### config.mk
export PLATFORM = sky130hd
export DESIGN_NAME = col_assembler_flat
export DESIGN_NICKNAME = d
export VERILOG_FILES = /design/src/rtl/aes_pkg.sv /design/src/rtl/col_assembler_if.sv /design/src/rtl/col_bank.sv /design/src/rtl/col_assembler.sv /design/src/flat_wrapper.sv
export SDC_FILE = /design/constraint.sdc
export NUM_CORES = 1
export LEC_CHECK = 0
export BUFFER_PORTS_ARGS = -buffer_cell sky130_fd_sc_hd__buf_2
export CORE_UTILIZATION = 52
export DETAILED_ROUTE_END_ITERATION = 8
export PLACE_DENSITY = 0.74
export SLEW_MARGIN = 25
export SYNTH_ARGS = -nofsm -noshare
export SYNTH_HDL_FRONTEND = slang
export SYNTH_HIERARCHICAL = 1
export SYNTH_SLANG_ARGS = --single-unit
export TNS_END_PERCENT = 30
### constraint.sdc
create_clock -name clk -period 2.6 [get_ports clk]
set_input_delay 0.13 -clock clk [delete_from_list [all_inputs] [get_ports clk]]
set_output_delay 0.13 -clock clk [all_outputs]
set_load 0.01 [all_outputs]
### src/rtl/aes_pkg.sv
// Shared AES datapath constants and column helpers.
// The ShiftRows column reader imports this same package.
package aes_pkg;

  localparam int STATE_W   = 128;
  localparam int COL_W     = 32;
  localparam int BYTE_W    = 8;
  localparam int NB        = 4;
  localparam int NUM_BANKS = 2;

  typedef logic [1:0] col_idx_t;

  // Column 0 sits in the most significant 32 bits of the state.
  function automatic int unsigned col_lsb(col_idx_t c);
    return 32'(96 - 32 * int'(c));
  endfunction

endpackage

### src/rtl/col_assembler_if.sv
// Column-in / state-out handshake bundle for the column assembler.
// The slave modport is the assembler; the master modport is its environment.
interface col_assembler_if;
  import aes_pkg::*;

  logic [BYTE_W-1:0]  in_1_col;
  logic [BYTE_W-1:0]  in_2_col;
  logic [BYTE_W-1:0]  in_3_col;
  logic [BYTE_W-1:0]  in_4_col;
  logic               in_valid;
  logic               in_ready;
  logic               flush;
  col_idx_t           wr_col;
  logic [STATE_W-1:0] state_out;
  logic               out_valid;
  logic               out_ready;
  logic [3:0]         states_done;

  modport slave (
    input  in_1_col, in_2_col, in_3_col, in_4_col, in_valid, flush, out_ready,
    output in_ready, wr_col, state_out, out_valid, states_done
  );

  modport master (
    output in_1_col, in_2_col, in_3_col, in_4_col, in_valid, flush, out_ready,
    input  in_ready, wr_col, state_out, out_valid, states_done
  );
endinterface

### src/rtl/col_bank.sv
// One 128-bit state buffer written a column at a time, with its full flag.
// Set and clear never target the same bank in one cycle (write needs empty, release needs full).
module col_bank
  import aes_pkg::*;
(
  input  logic               clk,
  input  logic               reset,
  input  logic               wr_en,
  input  col_idx_t           col,
  input  logic [COL_W-1:0]   col_data,
  input  logic               set_full,
  input  logic               clr_full,
  output logic [STATE_W-1:0] data,
  output logic               full
);

  logic [COL_W-1:0] cols [NB];

  // NOTE: state registers use non-blocking assignments so every flop samples
  // pre-edge values regardless of process ordering.
  // NOTE: the data array is reset on purpose; state_out must read as zero
  // straight after reset, so this storage cannot be left uninitialised.
  always_ff @(posedge clk) begin
    if (reset) begin
      for (int i = 0; i < NB; i++) cols[i] <= '0;
      full <= 1'b0;
    end else begin
      if (wr_en) cols[col] <= col_data;
      if (set_full)      full <= 1'b1;
      else if (clr_full) full <= 1'b0;
    end
  end

  assign data = {cols[0], cols[1], cols[2], cols[3]};

endmodule

### src/rtl/col_assembler.sv
// Ping-pong assembler: four 32-bit columns per AES state, two state banks so
// the reader drains one state while the next is being written.
module col_assembler
  import aes_pkg::*;
(
  input  logic            clk,
  input  logic            reset,
  col_assembler_if.slave  bus
);

  logic                 wr_bank;
  logic                 rd_bank;
  col_idx_t             wr_col_q;
  logic [3:0]           done_cnt;

  logic [NUM_BANKS-1:0] full;
  logic [NUM_BANKS-1:0] wr_en;
  logic [NUM_BANKS-1:0] set_full;
  logic [NUM_BANKS-1:0] clr_full;
  logic [STATE_W-1:0]   bank_data [NUM_BANKS];
  logic [COL_W-1:0]     col_data;
  logic                 accept;
  logic                 release_state;
  logic                 last_col;

  assign col_data      = {bus.in_1_col, bus.in_2_col, bus.in_3_col, bus.in_4_col};
  assign bus.in_ready  = !full[wr_bank];
  // Flush takes precedence: a column offered alongside it is dropped.
  assign accept        = bus.in_valid && !full[wr_bank] && !bus.flush;
  assign release_state = full[rd_bank] && bus.out_ready;
  assign last_col      = (wr_col_q == col_idx_t'(NB - 1));

  for (genvar b = 0; b < NUM_BANKS; b++) begin : g_bank
    assign wr_en[b]    = accept && (wr_bank == 1'(b));
    assign set_full[b] = wr_en[b] && last_col;
    assign clr_full[b] = release_state && (rd_bank == 1'(b));

    col_bank u_bank (
      .clk      (clk),
      .reset    (reset),
      .wr_en    (wr_en[b]),
      .col      (wr_col_q),
      .col_data (col_data),
      .set_full (set_full[b]),
      .clr_full (clr_full[b]),
      .data     (bank_data[b]),
      .full     (full[b])
    );
  end

  always_ff @(posedge clk) begin
    if (reset) begin
      wr_bank  <= 1'b0;
      rd_bank  <= 1'b0;
      wr_col_q <= '0;
      done_cnt <= '0;
    end else begin
      if (bus.flush) begin
        wr_col_q <= '0;
      end else if (accept) begin
        wr_col_q <= col_idx_t'(wr_col_q + 2'd1);
        if (last_col) wr_bank <= ~wr_bank;
      end
      if (release_state) begin
        rd_bank  <= ~rd_bank;
        done_cnt <= done_cnt + 4'd1;
      end
    end
  end

  // A half-written bank never shows: visibility follows the full flags only.
  assign bus.out_valid   = full[rd_bank];
  assign bus.state_out   = bank_data[rd_bank];
  assign bus.wr_col      = wr_col_q;
  assign bus.states_done = done_cnt;

endmodule

### src/flat_wrapper.sv
// flat-port wrapper written by rule: the top's interface ports become plain ports
module col_assembler_flat import aes_pkg::*;
  (clk, reset, bus_in_1_col, bus_in_2_col, bus_in_3_col, bus_in_4_col, bus_in_valid, bus_flush, bus_out_ready, bus_in_ready, bus_wr_col, bus_state_out, bus_out_valid, bus_states_done);
  col_assembler_if bus_i ();
  input  logic clk;
  input  logic reset;
  input wire logic [$bits(bus_i.in_1_col)-1:0] bus_in_1_col;
  input wire logic [$bits(bus_i.in_2_col)-1:0] bus_in_2_col;
  input wire logic [$bits(bus_i.in_3_col)-1:0] bus_in_3_col;
  input wire logic [$bits(bus_i.in_4_col)-1:0] bus_in_4_col;
  input wire logic [$bits(bus_i.in_valid)-1:0] bus_in_valid;
  input wire logic [$bits(bus_i.flush)-1:0] bus_flush;
  input wire logic [$bits(bus_i.out_ready)-1:0] bus_out_ready;
  output wire logic [$bits(bus_i.in_ready)-1:0] bus_in_ready;
  output wire logic [$bits(bus_i.wr_col)-1:0] bus_wr_col;
  output wire logic [$bits(bus_i.state_out)-1:0] bus_state_out;
  output wire logic [$bits(bus_i.out_valid)-1:0] bus_out_valid;
  output wire logic [$bits(bus_i.states_done)-1:0] bus_states_done;
  assign bus_i.in_1_col = bus_in_1_col;
  assign bus_i.in_2_col = bus_in_2_col;
  assign bus_i.in_3_col = bus_in_3_col;
  assign bus_i.in_4_col = bus_in_4_col;
  assign bus_i.in_valid = bus_in_valid;
  assign bus_i.flush = bus_flush;
  assign bus_i.out_ready = bus_out_ready;
  assign bus_in_ready = bus_i.in_ready;
  assign bus_wr_col = bus_i.wr_col;
  assign bus_state_out = bus_i.state_out;
  assign bus_out_valid = bus_i.out_valid;
  assign bus_states_done = bus_i.states_done;
  col_assembler u_core (.clk(clk), .reset(reset), .bus(bus_i));
endmodule
==> results by group <==
Run status
  • Status: complete, but fails checks
  • Violated checks: design-rule violations

STA
  • Maximum clock rate: 472 MHz
  • Clock skew: 8.91 ps
  • Endpoints failing setup: 0
  • Relative slew slack: 39.9%
  • Final Hold Viols: 0
  • RSZ-0062 raised after global routing: false
  • Min cycle time layout: 2120 ps
  • Period utilization: 81.4%
  • Worst Tran Pin Value: 901 ps
  • Slew Viols, Final: 0
  • Fin Setup TNS: 0 ps

Floorplan
  • Die height: 152 µm
  • DIE AREA: 23200 µm²
  • CORE AREA: 22000 µm²
  • IO Pins: 173
  • Die X-Extent: 152 µm
  • Initial Utilization: 53.4%
  • Rows: 54

Clock tree
  • Root Buffer: clkbuf_16
  • Skew-Pair Late Insertion Delay: 520 ps
  • H-tree levels: 1
  • CTS Buf Count: 26
  • Clock sink total: 266
  • Postcts setup bufs: 0
  • CTS tree: yes
  • Post-CTS sizing: 0
  • Clock buffer depth: 3
  • Clock-pin transition on the worst setup and hold timing paths: 60 ps
  • Number of hold buffers added after CTS: 20

Critical path
  • Arr. time, crit path: 1990 ps
  • Critical Path Start Type: flop
  • CP max FO: 49
  • Kind of critical path: flop to primary output
  • Setup slack, reg-to-reg: 610 ps
  • Worst r2r path cells: 2
  • Required @ worst endpoint: 2470 ps
  • Worst setup EP type: primary output

Synth
  • Synthesized area per cell: 15.2 µm²
  • XOR/XNOR share of the synthesized area: 0%
  • Sequential area share after synthesis: 67.1%
  • Mapped Nets: 811
  • Synthesized area: 11800 µm²
  • Multiplexer area fraction after synthesis: 12.6%
  • Ys Warns: 6
  • Post-synthesis adder-cell area fraction: 0.213%
  • Synth cell types: 38
  • Compound-gate portion of the synthesized area: 1.23%
  • Simple-Gate Fraction of Synth Area: 15.9%
  • Synthesized instance count: 772
  • Largest family of logic cells by synthesized area: simple AND/OR/NAND/NOR gates
  • Post-synthesis register bit count: 266

GRT
  • Largest net degree at the start of global routing: 50
  • Vias in the first global route: 6805
  • Total GRT Usage: 21.8%
  • Initial antenna violation count: 0
  • Grt ovf: 0
  • First-pass GRT wire length: 38.3 mm

Cells and area
  • Share of cells above drive strength 1: 40.1%
  • Layout net count: 1007
  • Layout area overhead: 19.2%
  • Cell Count, Final, Fillers Out: 1267
  • Inserted Diodes: 0

Detailed routing
  • Per-cell routed wire length: 19.7 µm
  • Drt first pass iters: 9
  • 1st-iter DRT viols: 396
  • Via count: 6719
  • Post-route ant nets: 0
  • DR DRC count: 9
  • Detailed-route wire length: 25.0 mm
  • Vias per cell: 5.30

Place
  • Port Buffers: 172
  • Placer Congestion: 0.775
  • Placed cells: 1200
  • DP HPWL: 15.9 mm

Power
  • PwrDens: 651 nW/µm²
  • Worst vdd ir: 0.000372 V
  • Cell leakage power: 5.62 nW

Flow run
  • Max_cap viols: 0

Min path
  • WHS Path Cells: 2
  • HP Class: primary input to flop
[final cells by class]
class | count | area (µm²)
Tap cell | 280 | 350
Clock inverter | 13 | 135
Clock buffer | 34 | 702
Fill cell | 1634 | 8020
Sequential cell | 266 | 7890
Inverter | 12 | 45.0
Multi-Input combinational cell | 447 | 3580
Timing Repair Buffer | 215 | 1310
[worst paths after layout]
kind                                  start                             endpoint
hold / removal              bus_in_1_col[1]  u_core/g_bank[1].u_bank/cols[2][25]
hold reg to reg   u_core/bus.states_done[3]            u_core/bus.states_done[3]
setup / recovery             u_core/rd_bank                    bus_state_out[62]
setup reg to reg       u_core/bus.wr_col[1]  u_core/g_bank[1].u_bank/cols[3][21]
[state kept, by name, indices dropped and copies added, names as in the netlist]
register	count
u_core/wr_bank	1
u_core/bus.states_done	4
u_core/g_bank.u_bank/full	2
u_core/rd_bank	1
u_core/bus.wr_col	2
u_core/g_bank.u_bank/cols	256
[synthesized netlist by cell type, drive strengths merged]
master,number,area [µm²]
clkbuf,20,92.6
edfxtp,256,7690
and3b,1,8.76
mux2i,2,23.8
ha,2,25.0
nand3b,5,37.5
nand2,3,11.3
or3,4,25.0
nand2b,5,31.3
o31a,1,10.0
or2b,2,15.0
and4bb,4,50.1
buf,27,205
a21boi,1,7.51
nor2b,2,12.5
nor2,13,48.8
and2,241,1530
nor3b,1,7.51
a31o,2,17.5
o21bai,4,30.0
nor4b,2,47.6
and3,1,6.26
nor3,6,30.0
a21oi,6,30.0
nand4,1,6.26
mux2,129,1460
dfxtp,10,200
o21ai,5,25.0
inv,12,45.0
nor4,1,6.26
a21o,2,15.0
o21ba,1,10.0
[critical path: stages, from the launching register on]
cell and delay (ps):
dfxtp_4 550, buf_12 310, mux2_2 420, buf_2 150
[cells by family (layout without fill, tap and decap cells)]
logic type | count (synthesis) | after routing
buf+inv | 59 | 274
compound gates | 22 | 22
mux | 131 | 131
flops | 266 | 266
fa+ha+maj | 2 | 2
simple gates | 292 | 292
[power by group]
part           internal [W]  total [W]  switching, W
clock network       0.00219    0.00369       0.00150
logic              0.000222   0.000542      0.000319
registers           0.00485    0.00489     0.0000401
total               0.00726    0.00912       0.00186
[layout by cell type, fill, tap and decap left out, types with 3 or more instances in the layout]
| master | synthesis | layout |
|---|---|---|
| nand3b_1 | 5 | 5 |
| or3_1 | 4 | 4 |
| nor3_1 | 6 | 6 |
| clkbuf_1 | 6 | 7 |
| clkbuf_16 | 0 | 27 |
| inv_1 | 12 | 12 |
| mux2_2 | 128 | 128 |
| clkinv_2 | 0 | 3 |
| and2_1 | 223 | 223 |
| clkinv_1 | 0 | 6 |
| a21oi_1 | 6 | 6 |
| nor2_1 | 13 | 13 |
| and2_2 | 18 | 18 |
| dlygate4sd3_1 | 0 | 20 |
| buf_2 | 14 | 172 |
| dfxtp_1 | 10 | 9 |
| edfxtp_1 | 256 | 256 |
| nand2_1 | 3 | 3 |
| o21bai_4 | 0 | 4 |
| nand2b_1 | 5 | 5 |
| o21ai_0 | 5 | 5 |
| buf_12 | 0 | 6 |
| bufinv_16 | 0 | 3 |
| buf_4 | 3 | 17 |
| and4bb_2 | 4 | 4 |
[layer usage]
layer | routed length [µm] | part of all wire (%) | vias up | GRT usage, %
li1 | - | - | 3142 | -
met1 | 10900 | 43 | 3331 | 28.9
met2 | 12300 | 49 | 211 | 37.5
met3 | 1370 | 5.5 | 35 | 2.93
met4 | 484 | 1.9 | 0 | 6.51
met5 | 0 | 0 | - | 0
[metrics by stage]
step | hold slack, ps | area [µm²] | total power, W | utilization (%) | setup slack, ps
global placement | 452 | 13000 | 0.00549 | 58.9 | 658
CTS | 0.715 | 14000 | 0.00920 | 63.6 | 472
finish | 5.35 | 14000 | 0.00912 | 63.6 | 483
detailed placement | 473 | 13000 | 0.00551 | 58.9 | 590
global route | 3.89 | 14000 | 0.00940 | 63.6 | 425
floorplan | 199 | 11800 | 0.00523 | - | -225
Power figures use the tool's default switching activity.
